`src/rtl/apb_req_arbiter_pkg.sv`:
```
// Shared types for the APB request arbiter: default-width bus types, FSM
// states and the latched request record.
package apbArb_package;

  localparam int APB_ADDR_W = 32;
  localparam int APB_DATA_W = 32;

  typedef logic [APB_ADDR_W-1:0] apbAddrSt;
  typedef logic [APB_DATA_W-1:0] apbDataSt;

  typedef enum logic [1:0] {
    IDLE   = 2'd0,
    SETUP  = 2'd1,
    ACCESS = 2'd2,
    RESP   = 2'd3
  } arbState_e;

  typedef struct packed {
    logic     write;
    apbAddrSt addr;
    apbDataSt wdata;
  } arbReq_t;

endpackage

```
`src/rtl/apb_req_arbiter_rr_grant.sv`:
```
// Combinational round-robin search: first set request at or above ptr, with
// wrap, yields a one-hot grant and its index.
module apb_rr_grant #(
  parameter int NUM_REQ = 2,
  localparam int IDX_W  = $clog2(NUM_REQ)
) (
  input  logic [NUM_REQ-1:0] req,
  input  logic [IDX_W-1:0]   ptr,
  output logic [NUM_REQ-1:0] grant,
  output logic [IDX_W-1:0]   grant_idx,
  output logic               any_grant
);

  always_comb begin
    int j;
    j         = 0;
    grant     = '0;
    grant_idx = '0;
    any_grant = 1'b0;
    for (int k = 0; k < NUM_REQ; k++) begin
      j = int'(ptr) + k;
      if (j >= NUM_REQ) j = j - NUM_REQ;
      if (!any_grant && req[j]) begin
        any_grant = 1'b1;
        grant[j]  = 1'b1;
        grant_idx = IDX_W'(j);
      end
    end
  end

endmodule

```
`src/rtl/apb_req_arbiter.sv`:
```
// Round-robin arbiter sharing one APB target among NUM_REQ request/response
// masters. Optional ACCESS-phase timeout under `APB_ARB_TIMEOUT_EN.
//
// state  | meaning
// IDLE   | search for a requester, zero-wait accept, latch payload
// SETUP  | psel=1, penable=0
// ACCESS | psel=1, penable=1, wait for pready (or timeout)
// RESP   | one-cycle rsp_valid pulse to the granted requester
module apb_req_arbiter
  import apbArb_package::*;
#(
  parameter int NUM_REQ        = 2,
  parameter int ADDR_W         = 32,
  parameter int DATA_W         = 32,
  parameter int TIMEOUT_CYCLES = 256
) (
  input  logic                      clk,
  input  logic                      rst_n,
  input  logic [NUM_REQ-1:0]        req_valid,
  output logic [NUM_REQ-1:0]        req_ready,
  input  logic [NUM_REQ-1:0]        req_write,
  input  logic [NUM_REQ*ADDR_W-1:0] req_addr,
  input  logic [NUM_REQ*DATA_W-1:0] req_wdata,
  output logic [NUM_REQ-1:0]        rsp_valid,
  output logic [DATA_W-1:0]         rsp_rdata,
  output logic                      rsp_err,
  output logic [ADDR_W-1:0]         apb_paddr,
  output logic                      apb_psel,
  output logic                      apb_penable,
  output logic                      apb_pwrite,
  output logic [DATA_W-1:0]         apb_pwdata,
  input  logic                      apb_pready,
  input  logic [DATA_W-1:0]         apb_prdata,
  input  logic                      apb_pslverr
);

  localparam int IDX_W = $clog2(NUM_REQ);

  if (NUM_REQ < 2 || NUM_REQ > 8) begin : g_bad_num_req
    $error("apb_req_arbiter: NUM_REQ must be 2..8");
  end
  if (TIMEOUT_CYCLES < 2) begin : g_bad_timeout
    $error("apb_req_arbiter: TIMEOUT_CYCLES must be >= 2");
  end

  arbState_e          state, state_nxt;
  logic [IDX_W-1:0]   ptr, gnt_idx, sel_idx;
  logic [NUM_REQ-1:0] sel_onehot;
  logic               any_sel;
  logic               accept, capture, timeout_hit;
  logic               wr_q, err_q;
  logic [ADDR_W-1:0]  addr_q;
  logic [DATA_W-1:0]  wdata_q, rdata_q;

  apb_rr_grant #(.NUM_REQ(NUM_REQ)) u_grant (
    .req       (req_valid),
    .ptr       (ptr),
    .grant     (sel_onehot),
    .grant_idx (sel_idx),
    .any_grant (any_sel)
  );

`ifdef APB_ARB_TIMEOUT_EN
  localparam int CNT_W = $clog2(TIMEOUT_CYCLES);
  logic [CNT_W-1:0] to_cnt;

  // Cleared in SETUP so every ACCESS phase starts counting from zero.
  always_ff @(posedge clk or negedge rst_n) begin
    if (!rst_n)                           to_cnt <= '0;
    else if (state == SETUP)              to_cnt <= '0;
    else if (state == ACCESS && !apb_pready) to_cnt <= to_cnt + CNT_W'(1);
  end
`endif

  always_ff @(posedge clk or negedge rst_n) begin
    if (!rst_n) state <= IDLE;
    else        state <= state_nxt;
  end

  always_comb begin
    state_nxt   = state;
    req_ready   = '0;
    rsp_valid   = '0;
    apb_psel    = 1'b0;
    apb_penable = 1'b0;
    accept      = 1'b0;
    capture     = 1'b0;
    timeout_hit = 1'b0;
    case (state)
      IDLE: begin
        if (any_sel && rst_n) begin
          req_ready = sel_onehot;
          accept    = 1'b1;
          state_nxt = SETUP;
        end
      end
      SETUP: begin
        apb_psel  = 1'b1;
        state_nxt = ACCESS;
      end
      ACCESS: begin
        apb_psel    = 1'b1;
        apb_penable = 1'b1;
        if (apb_pready) begin
          capture   = 1'b1;
          state_nxt = RESP;
        end
`ifdef APB_ARB_TIMEOUT_EN
        else if (to_cnt == CNT_W'(TIMEOUT_CYCLES - 1)) begin
          timeout_hit = 1'b1;
          state_nxt   = RESP;
        end
`endif
      end
      RESP: begin
        rsp_valid = NUM_REQ'(1) << gnt_idx;
        state_nxt = IDLE;
      end
      default: state_nxt = IDLE;
    endcase
  end

  always_ff @(posedge clk or negedge rst_n) begin
    if (!rst_n) begin
      ptr     <= '0;
      gnt_idx <= '0;
      wr_q    <= 1'b0;
      addr_q  <= '0;
      wdata_q <= '0;
      rdata_q <= '0;
      err_q   <= 1'b0;
    end else begin
      if (accept) begin
        ptr     <= (sel_idx == IDX_W'(NUM_REQ - 1)) ? '0 : sel_idx + IDX_W'(1);
        gnt_idx <= sel_idx;
        wr_q    <= req_write[sel_idx];
        addr_q  <= req_addr[int'(sel_idx)*ADDR_W +: ADDR_W];
        wdata_q <= req_wdata[int'(sel_idx)*DATA_W +: DATA_W];
      end
      if (capture) begin
        rdata_q <= wr_q ? '0 : apb_prdata;
        err_q   <= apb_pslverr;
      end else if (timeout_hit) begin
        rdata_q <= '0;
        err_q   <= 1'b1;
      end
    end
  end

  // Payload registers hold from SETUP through the last ACCESS cycle.
  assign apb_paddr  = addr_q;
  assign apb_pwrite = wr_q;
  assign apb_pwdata = wdata_q;
  assign rsp_rdata  = (state == RESP) ? rdata_q : '0;
  assign rsp_err    = (state == RESP) ? err_q : 1'b0;

endmodule
```
`config.mk`:
```
export PLATFORM = sky130hd
export DESIGN_NAME = apb_req_arbiter
export DESIGN_NICKNAME = d
export VERILOG_FILES = /design/src/rtl/apb_req_arbiter_pkg.sv /design/src/rtl/apb_req_arbiter_rr_grant.sv /design/src/rtl/apb_req_arbiter.sv
export SDC_FILE = /design/constraint.sdc
export NUM_CORES = 1
export LEC_CHECK = 0
export CAP_MARGIN = 40
export CELL_PAD_IN_SITES_DETAIL_PLACEMENT = 1
export CELL_PAD_IN_SITES_GLOBAL_PLACEMENT = 2
export CORE_MARGIN = 8
export CORE_UTILIZATION = 22
export DETAILED_ROUTE_END_ITERATION = 7
export PLACE_DENSITY = 0.79
export REMOVE_ABC_BUFFERS = 1
export SETUP_SLACK_MARGIN = 0.15
export SLEW_MARGIN = 20
export SYNTH_ARGS = -nofsm -noshare
export SYNTH_HDL_FRONTEND = slang
export SYNTH_SLANG_ARGS = --single-unit
```
`constraint.sdc`:
```
create_clock -name clk -period 2.3 [get_ports clk]
set_clock_uncertainty 0.1 [all_clocks]
set_input_delay 0.46 -clock clk [delete_from_list [all_inputs] [get_ports clk]]
set_output_delay 0.46 -clock clk [all_outputs]
set_load 0.01 [all_outputs]
```
==> results of run 1 <==
## worst reg2reg max path: cells and delay by family, from the launching register on
| kind | cells | cell delay [ns] |
|---|---|---|
| AOI/OAI and AO/OA | 2 | 0.49 |
| adders and majority gates | 1 | 0.18 |
| buffers and inverters | 2 | 0.71 |
| DFF | 1 | 0.40 |
| and+or+nand+nor | 1 | 0.13 |
## sequential cells by signal, indices dropped and copies added (netlist names)
name        count
state           2
err_q           1
gnt_idx         1
apb_pwrite      1
ptr             1
apb_pwdata     32
apb_paddr      32
rdata_q        32
## stage by stage
stage	TNS [ns]	area, um2	std cells
CTS	0	8000	965
detailed placement	-0.791	7710	947
floorplan	-28.88	4480	387
finish	0	8030	966
global placement	-0.203	7710	947
global route	0	8030	966
## cells in the final DEF, fill, tap and decap left out, drive strengths merged
cell type and n:
a21oi 5, and2 99, o21ai 33, nand2 34, buf 53, dfrtp 102
dlygate4sd2 2, nand2b 32, nor2 1, a221o 65, dlygate4sd3 1, inv 4
a2bb2oi 1, bufinv 3, nand3 2, clkinvlp 1, o211ai 1, ha 4
clkdlybuf4s50 231, mux2 2, nor2b 2, bufbuf 2, clkbuf 10, clkdlybuf4s15 1
## routing by layer
metal / GRT usage, % / routed length, um
met1: 17.0 / 8370
met2: 24.1 / 9090
met3: 6.58 / 1940
met4: 4.00 / 255
met5: 0 / 13
## area by class of cell
type	count	area (um2)	share of cell area, %
Sequential cell	102	2550	31.8
Tap cell	275	344	4.28
Clock inverter	4	97.6	1.22
Clock buffer	10	229	2.85
Inverter	4	15.0	0.187
Timing Repair Buffer	290	2820	35.2
Multi-Input combinational cell	281	1970	24.5
## power by group
group / internal [uW] / switching [uW]
registers: 2610 / 449
logic: 2600 / 1960
clock network: 1050 / 679
## what timing repair did
action | 4_1_cts | 5_1_grt
buffers inserted | 0 | 1
resized for setup | 154 | 11
hold endpoints to repair | 9 | 0
pin swaps | 1 | 1
hold buffers | 1 | 0
cloned | 3 | 0
setup endpoints to repair | 104 | 85
## logic make-up (layout without fill, tap and decap cells)
| family | Yosys count | count (layout) |
|---|---|---|
| adder cells (fa/ha/maj) | 4 | 4 |
| multiplexers | 2 | 2 |
| AND/OR/NAND/NOR | 170 | 170 |
| AO/OA/AOI/OAI | 105 | 105 |
| flip-flops | 102 | 102 |
| buffers and inverters | 38 | 308 |
## worst paths after layout
path / start / end / cells after the start
max: state[0]$_DFFE_PN0P_ / rsp_rdata[15] / 5
min: rst_n / err_q$_DFFE_PN0P_ / 2
max reg2reg: state[0]$_DFFE_PN0P_ / apb_paddr[5]$_DFFE_PN0P_ / 6
min reg2reg: rdata_q[29]$_DFFE_PN0P_ / rdata_q[29]$_DFFE_PN0P_ / 2
max in group asynchronous: rst_n / apb_pwdata[5]$_DFFE_PN0P_ / 3
min in group clk: rdata_q[29]$_DFFE_PN0P_ / rdata_q[29]$_DFFE_PN0P_ / 2
==> reports/metrics.yaml, run 1 <==
drt:
  vias: 4356
  drc: 0
  drtAntennaViolNets: 0
  post_drt_wl_per_cell_um: 20.4
  drt-initial-drc-count: 157
  first_pass_iters: 4
  drt-vias-per-instance: 4.51
  wl_mm: 19.7
placement:
  place_ws_ns: -0.114
  hpwl_mm: 14.5
  gp_congestion: 0.726
  numPortBuffers: 271
die:
  die_w_um: 162
  fp.dieArea_um2: 26200
  core_um2: 21000
  io_pins: 272
  initial_utilization_pct: 22.3
  fp-row-count: 53
  die_h_um: 162
power_and_ir_drop:
  p_total_uw: 9360
  p_per_area_nw_per_um2: 1160
  p_leak_uw: 0.00343
  peakVddDrop_uv: 479
yosys:
  yosys.cell_types.count: 21
  synth_largest_area_cell: "dfrtp_1"
  synth-xor-area-share_pct: 0
  ys_seq_elements: 102
  synthArstFlopShare_pct: 100
  synth_top_family_by_area: "simple AND/OR/NAND/NOR gates"
  synth-simple-area-share_pct: 20.8
  synthTopCellsByCount: "dfrtp_1 (102), a221o_1 (65), and2_0 (65)"
  synth_compound_area_share_pct: 18.6
  syn_area_per_cell_um2: 11.1
  synth_warnings: 0
  synth_seq_area_share_pct: 54.6
  yosysMostFrequentCell: "dfrtp_1"
  yosys-top-cells-area: "dfrtp_1 (55%), a221o_1 (14%), and2_0 (8.7%)"
  synthFlopType: "dfrtp_1"
  postSynthCellCount: 421
  synthMuxAreaShare_pct: 0.482
  netlist.area_leader.share_pct: 54.6
  yosys.area_share.adder_pct: 1.07
  synth_edf_count: 0
  syn_area_um2: 4670
critical_path:
  slowest_stage: "dfrtp_1"
  crit_fanout: 9
  worst-r2r-setup-slack_ns: 0.22
  critPathRequiredTime_ns: 1.74
  crit_family: "buffers and inverters"
  path_class: "flop to primary output"
  cp_cell_sequence: "buf_6 -> ha_4 -> bufbuf_16 -> and2_1 -> buf_2"
  cpPeakStageDelay_ns: 0.40
  arrival_ns: 1.63
  critPathLaunchType: "flop"
  cp-end-kind: "primary output"
  worst-path-buf-inv: 3
timing:
  post-route-min-period_ns: 2.19
  max_slew.worst_pin.slew_ns: 0.763
  relSlewSlack_pct: 49.2
  fmax_ghz: 0.457
  fin_ws_ns: 0.114
  rsz0062_at_grt: "true"
  finalSetupViolCount: 0
  hold_slack_ns: 0.159
  fin_crit_sh_pct: 95.0
  slew_violations: 0
  hold_viol_final: 0
clock_network:
  clockBufferDepth: 2
  cts_tree: "done"
  cts-htree-levels: 3
  cts.sinks: 102
  cts-root-buf: "clkbuf_16"
  clock_latency_ns: 0.34
  clk_pin_slew_worst_paths_ns: 0.07
  cts_buffers: 9
grt:
  grt.overflow.total: 0
  grt_max_degree: 67
  antenna_found_initial: 1
  grt_pass1_vias: 5099
  grt_first_pass_wirelength_mm: 30.2
  grt_use_total_pct: 14.6
outcome:
  status: "completed"
worst_hold_path:
  hold_class: "input pin to asynchronous set/reset pin"
cells_and_area:
  nNetsFinal: 860
  area_delta_synth_final_pct: 71.9
  fillCellCount: 2339
  final_util_pct: 38.3
  drive_above_1_share_pct: 11.4
  diodes: 0
job:
  cap_viol_max_count: 0
Note: power is estimated with default switching activity, not from simulation.
==> run 2: changes to the inputs <==
--- a/config.mk
+++ b/config.mk
@@ -12,7 +12,6 @@
 export CORE_UTILIZATION = 22
 export DETAILED_ROUTE_END_ITERATION = 7
 export PLACE_DENSITY = 0.79
-export REMOVE_ABC_BUFFERS = 1
 export SETUP_SLACK_MARGIN = 0.15
 export SLEW_MARGIN = 20
 export SYNTH_ARGS = -nofsm -noshare
==> run 2 against run 1 <==
Combinational power decreased by 2%. Flip-flop and latch count unchanged. Hold slack got worse by 0.087 ns. Design area decreased by 0.97%. Utilization decreased by 0.37 points. Total power decreased by 2.3%. First-iteration DRC count increased by 5.1%. Sequential share of layout area increased by 0.31 points. Fmax increased by 3.2%.
==> reports/metrics.yaml, run 2 (synthesized netlist as in run 1, its figures left out) <==
clock_network:
  cts_buffers: 9  # unchanged
  clock_latency_ns: 0.34  # about the same
  cts-root-buf: "clkbuf_16"
  clk_pin_slew_worst_paths_ns: 0.08  # about the same
  cts_tree: "done"
  cts.sinks: 102  # unchanged
  cts-htree-levels: 3  # unchanged
  postCtsHoldBufs: 0  # -1
  clockBufferDepth: 2  # unchanged
grt:
  grt.overflow.total: 0  # unchanged
  antenna_found_initial: 0  # -1
  grt_max_degree: 67  # unchanged
  grt_first_pass_wirelength_mm: 30.1  # -0.29%
  grt_use_total_pct: 14.7  # about the same
  grt_pass1_vias: 5002  # -1.9%
power_and_ir_drop:
  switching_power_uw: 3140  # +1.7%
  switching_share_pct: 34.4  # +1.4 points
  p_per_area_nw_per_um2: 1150  # -1.4%
  peakVddDrop_uv: 457  # -4.6%
  clock_power_share_pct: 17.8  # -0.7 points
  p_int_uw: 6000  # -4.3%
  p_leak_uw: 0.00340  # -0.77%
  p_total_uw: 9140  # -2.3%
  p_comb_share_pct: 48.7  # about the same
  power_frac_seq_pct: 33.5  # +0.8 points
critical_path:
  critPathRequiredTime_ns: 1.74  # about the same
  cp_cell_sequence: "buf_4 -> ha_4 -> buf_12 -> and2_1 -> buf_2"
  crit_family: "buffers and inverters"
  slowest_stage: "dfrtp_1"
  critPathLaunchType: "flop"
  crit_fanout: 18  # +9
  path_class: "flop to primary output"
  cpPeakStageDelay_ns: 0.39  # about the same
  arrival_ns: 1.56  # -0.07 ns
  worst-r2r-setup-slack_ns: 0.37  # +0.15 ns
  r2r_cells: 7  # +1
  cp-end-kind: "primary output"
  cp.depth: 5  # unchanged
  r2r-end: "apb_pwdata[15]$_DFFE_PN0P_"
  worst-path-buf-inv: 3  # unchanged
  r2r-start: "state[1]$_DFFE_PN0P_"
drt:
  drtAntennaViolNets: 0  # unchanged
  wl_mm: 19.4  # -1.3%
  drt-vias-per-instance: 4.52  # +0.16%
  drt-initial-drc-count: 165  # +5.1%
  drc: 0  # unchanged
  vias: 4381  # +0.57%
  post_drt_wl_per_cell_um: 20.0  # -1.7%
  first_pass_iters: 4  # unchanged
cells_and_area:
  diodes: 0  # unchanged
  seq_area_um2: 2550  # unchanged
  layout_commonest_cell: "clkdlybuf4s50_1"
  drive_above_1_share_pct: 12.5  # +1.1 points
  instances_no_fill: 970  # +0.41%
  multi_input_area_um2: 1980  # +0.38%
  final_cell_mix: "clkdlybuf4s50_1 (231), dfrtp_1 (102), and2_0 (65), a221o_1 (65), buf_2 (35)"
  area_delta_synth_final_pct: 70.2
  nNetsFinal: 862  # +0.23%
  fillCellCount: 2346  # +0.30%
die:
  initial_utilization_pct: 22.3  # unchanged
  fp-row-count: 53  # unchanged
  io_pins: 272  # unchanged
  die_w_um: 162  # unchanged
  fp.dieArea_um2: 26200  # unchanged
  core_um2: 21000  # unchanged
  die_h_um: 162  # unchanged
timing:
  hold_viol_final: 0  # unchanged
  rsz0062_at_grt: "true"
  fin_crit_sh_pct: 92.1  # -3.0 points
  fmax_ghz: 0.472  # +3.2%
  finalSetupViolCount: 0  # unchanged
  relSlewSlack_pct: 57.0  # +7.8 points
  max_slew.worst_pin.slew_ns: 0.645  # -0.117 ns
  post-route-min-period_ns: 2.12  # -0.0685 ns
  slew_violations: 0  # unchanged
placement:
  place_inst: 949  # +0.21%
  hpwl_mm: 14.3  # -0.84%
  numPortBuffers: 271  # unchanged
  gp_congestion: 0.742  # +2.3%
job:
  cap_viol_max_count: 0  # unchanged
worst_hold_path:
  hold_class: "input pin to asynchronous set/reset pin"
yosys:
  synth_fp_nets: 593
outcome:
  status: "completed"
run 2: metrics by stage:
stage | setup WS [ns] | setup TNS (ns) | util (%) | hold WS (ns) | cell area [um2]
2_1_floorplan | 0.587 | 0 | - | 0.0644 | 4670
3_3_place_gp | -0.0765 | -0.150 | 36.7 | 0.354 | 7700
3_5_place_dp | -0.0765 | -0.342 | 36.7 | 0.367 | 7700
4_1_cts | 0.112 | 0 | 37.8 | 0.0690 | 7920
5_1_grt | 0.115 | 0 | 38.0 | 0.0938 | 7950
6_report | 0.182 | 0 | 38.0 | 0.0727 | 7950
run 2: power by group through the flow:
stage               clock network, uW  logic (uW)  registers, uW
floorplan                           0        1820           3230
global placement                    0        4330           3040
detailed placement                  0        4460           3070
CTS                              1700        4510           3070
global route                     1770        4840           3170
finish                           1630        4450           3060
run 2: timing repair:
| item | 4_1_cts | 5_1_grt |
|---|---|---|
| buffers inserted | 3 | 0 |
| pin swaps | 1 | 0 |
| setup endpoints to repair | 39 | 86 |
| gates resized for setup | 157 | 9 |
| hold endpoints to repair | 0 | 0 |
| gates cloned | 2 | 0 |
run 2: worst max-delay path by stage:
stage / startpoint / end / slack [ns]
5_1_grt: state[1]$_DFFE_PN0P_ / rsp_rdata[2] / 0.12
3_3_place_gp: req_valid[0] / req_ready[0] / -0.08
6_report: state[1]$_DFFE_PN0P_ / rsp_rdata[2] / 0.18
3_5_place_dp: req_valid[0] / req_ready[1] / -0.08
2_1_floorplan: state[0]$_DFFE_PN0P_ / req_ready[1] / 0.59
4_1_cts: state[1]$_DFFE_PN0P_ / apb_pwdata[26]$_DFFE_PN0P_ / 0.11
run 2: metal layers:
metal  vias up  share of wire [%]  track usage, %
met3        14                6.6            4.15
li1       2026                  -               -
met1      2195                 42            17.5
met4         0                1.5            4.71
met2       146                 50            25.0
met5         -                  0               0
run 2: layout make-up:
type	count	share of cell area, %
clock buffer	10	3.00
inverter	4	0.189
multi-input combinational	281	24.9
tap	275	4.33
clock inverter	6	0.960
sequential	102	32.1
timing repair buffer	292	34.6
==> run 3: changes to the inputs <==
==> constraint.sdc (replaced) <==
create_clock -name clk -period 2.15 [get_ports clk]
set_clock_uncertainty 0.1 [all_clocks]
set_input_delay 0.43 -clock clk [delete_from_list [all_inputs] [get_ports clk]]
set_output_delay 0.43 -clock clk [all_outputs]
set_load 0.01 [all_outputs]
==> run 3 against run 2 <==
Register-to-register slack got worse by 0.21 ns. Setup slack worse by 0.080 ns. Total power increased by 6.9%. Via count about the same. Highest routed layer unchanged.
==> reports/metrics.yaml, run 3 (synthesized netlist as in run 1, its figures left out) <==
outcome:
  status: "completed"
timing:
  hold_slack_ns: 0.0564  # -0.0163 ns
  relSlewSlack_pct: 54.2  # -2.7 points
  fmax_ghz: 0.488
  max_slew.worst_pin.slew_ns: 0.687  # +0.0412 ns
  rsz0062_at_grt: "true"
  slew_violations: 0  # unchanged
  fin_ws_ns: 0.102  # -0.0804 ns
  finalSetupViolCount: 0  # unchanged
  post-route-min-period_ns: 2.05
  hold_viol_final: 0  # unchanged
  fin_crit_sh_pct: 95.3
placement:
  hpwl_mm: 14.5  # +1.2%
  numPortBuffers: 271  # unchanged
  place_inst: 950  # +0.11%
  gp_congestion: 0.735  # -0.93%
  postPlaceCellArea_um2: 7730  # +0.42%
  place_ws_ns: -0.151  # -0.0743 ns
drt:
  post_drt_wl_per_cell_um: 19.9  # -0.38%
  drt-initial-drc-count: 115  # -30%
  drtAntennaViolNets: 0  # unchanged
  drt-vias-per-instance: 4.51  # -0.13%
  vias: 4380  # -0.023%
  first_pass_iters: 4  # unchanged
  wl_mm: 19.4  # -0.28%
  drc: 0  # unchanged
clock_network:
  cts_tree: "done"
  clk_pin_slew_worst_paths_ns: 0.07  # about the same
  clock_latency_ns: 0.35  # about the same
  postCtsHoldBufs: 0  # unchanged
  cts-root-buf: "clkbuf_16"
  cts_buffers: 9  # unchanged
  clockBufferDepth: 2  # unchanged
  cts.sinks: 102  # unchanged
  cts-htree-levels: 3  # unchanged
critical_path:
  critPathRequiredTime_ns: 1.62  # -0.12 ns
  path_class: "flop to primary output"
  crit_path_start: "state[0]$_DFFE_PN0P_"
  r2r-start: "state[0]$_DFFE_PN0P_"
  endpoint: "rsp_rdata[23]"
  worst-r2r-setup-slack_ns: 0.16  # -0.21 ns
  r2r-end: "apb_pwdata[24]$_DFFE_PN0P_"
  crit_fanout: 18  # unchanged
  critPathLaunchType: "flop"
  arrival_ns: 1.52  # -0.04 ns
  r2r_cells: 9  # +2
  cp-end-kind: "primary output"
power_and_ir_drop:
  p_total_uw: 9770  # +6.9%
  switching_power_uw: 3410  # +8.6%
  power_frac_seq_pct: 33.6  # about the same
  clock_power_share_pct: 17.2  # -0.6 points
  peakVddDrop_uv: 428  # -6.2%
  switching_share_pct: 34.9  # +0.55 points
  p_leak_uw: 0.00340  # about the same
  p_per_area_nw_per_um2: 1210  # +5.7%
  p_comb_share_pct: 49.2  # +0.5 points
  p_int_uw: 6360  # +6.0%
worst_hold_path:
  hold_class: "input pin to asynchronous set/reset pin"
cells_and_area:
  instances_no_fill: 971  # +0.10%
  final_cell_mix: "clkdlybuf4s50_1 (231), dfrtp_1 (102), and2_0 (65), a221o_1 (65), and2_1 (34)"
  fillCellCount: 2327  # -0.81%
  area_delta_synth_final_pct: 72.1
  nNetsFinal: 862  # unchanged
  layout_commonest_cell: "clkdlybuf4s50_1"
  finalInstanceArea_um2: 8040  # +1.1%
  drive_above_1_share_pct: 12.9  # +0.43 points
die:
  core_um2: 21000  # unchanged
  die_h_um: 162  # unchanged
  io_pins: 272  # unchanged
  die_w_um: 162  # unchanged
  fp.dieArea_um2: 26200  # unchanged
  initial_utilization_pct: 22.3  # unchanged
  fp-row-count: 53  # unchanged
grt:
  grt_pass1_vias: 5062  # +1.2%
  antenna_found_initial: 1  # +1
  grt_first_pass_wirelength_mm: 30.0  # -0.35%
  grt.overflow.total: 0  # unchanged
  grt_max_degree: 67  # unchanged
  grt_use_total_pct: 14.7  # +0.043 points
yosys:
  synth_fp_nets: 593  # unchanged
job:
  cap_viol_max_count: 0  # unchanged
-- run 3: cell types whose count changed in the layout (fill, tap and decap cells not counted), sizes merged --
cell / previous run / this run
clkdlybuf4s15: 1 / 8
buf: 59 / 53
inv: 7 / 9
bufinv: 1 / 0
clkinv: 2 / 1
diode: 0 / 1
dlygate4sd2: 1 / 0
-- run 3: what timing repair did --
| action | 4_1_cts | 5_1_grt |
|---|---|---|
| buffers inserted | 3 | 0 |
| pin swaps | 4 | 0 |
| endpoints found under the setup margin | 104 | 92 |
| resized for setup | 163 | 13 |
| gates cloned | 1 | 0 |
-- run 3: through the flow --
step	utilization, %	setup TNS [ns]
after CTS	38.3	0
after detailed placement	36.9	-8.35
final	38.4	0
after global routing	38.4	0
after global placement	36.9	-4.73
after floorplan	-	0
-- run 3: power by group through the flow --
stage / clock (uW) / sequential [uW] / combinational (uW)
floorplan: 0 / 3450 / 1950
global placement: 0 / 3260 / 4690
detailed placement: 0 / 3280 / 4840
CTS: 1750 / 3280 / 4910
global route: 1820 / 3390 / 5240
finish: 1680 / 3280 / 4810
-- run 3: layout make-up --
class / instances / area (um2) / share of cell area (%)
timing repair buffer: 292 / 2830 / 35.2
sequential: 102 / 2550 / 31.7
multi-input combinational: 281 / 2000 / 24.8
tap: 275 / 344 / 4.28
clock buffer: 10 / 239 / 2.97
clock inverter: 6 / 60.1 / 0.747
inverter: 4 / 20.0 / 0.249
antenna: 1 / 2.50 / 0.0311
-- run 3: layer usage --
metal / global-route usage, % / routed length [um] / up-vias
li1: - / - / 2023
met1: 16.8 / 8060 / 2173
met2: 25.1 / 9480 / 159
met3: 5.04 / 1350 / 25
met4: 5.26 / 481 / 0
met5: 0 / 0 / -
-- run 3: worst max-delay path, cell delays in order, from the launching register on --
cell	delay, ns
dfrtp_1	0.42
ha_4	0.21
buf_12	0.15
and2_1	0.15
clkdlybuf4s15_2	0.23
-- run 3: worst min-delay path by stage --
stage / from / end / slack, ns
floorplan: rst_n / apb_paddr[0]$_DFFE_PN0P_ / 0.03
detailed placement: rdata_q[25]$_DFFE_PN0P_ / rdata_q[25]$_DFFE_PN0P_ / 0.36
CTS: rst_n / apb_pwdata[13]$_DFFE_PN0P_ / 0.04
global route: rst_n / apb_pwdata[13]$_DFFE_PN0P_ / 0.07
global placement: rdata_q[25]$_DFFE_PN0P_ / rdata_q[25]$_DFFE_PN0P_ / 0.35
finish: rst_n / ptr$_DFFE_PN0P_ / 0.06
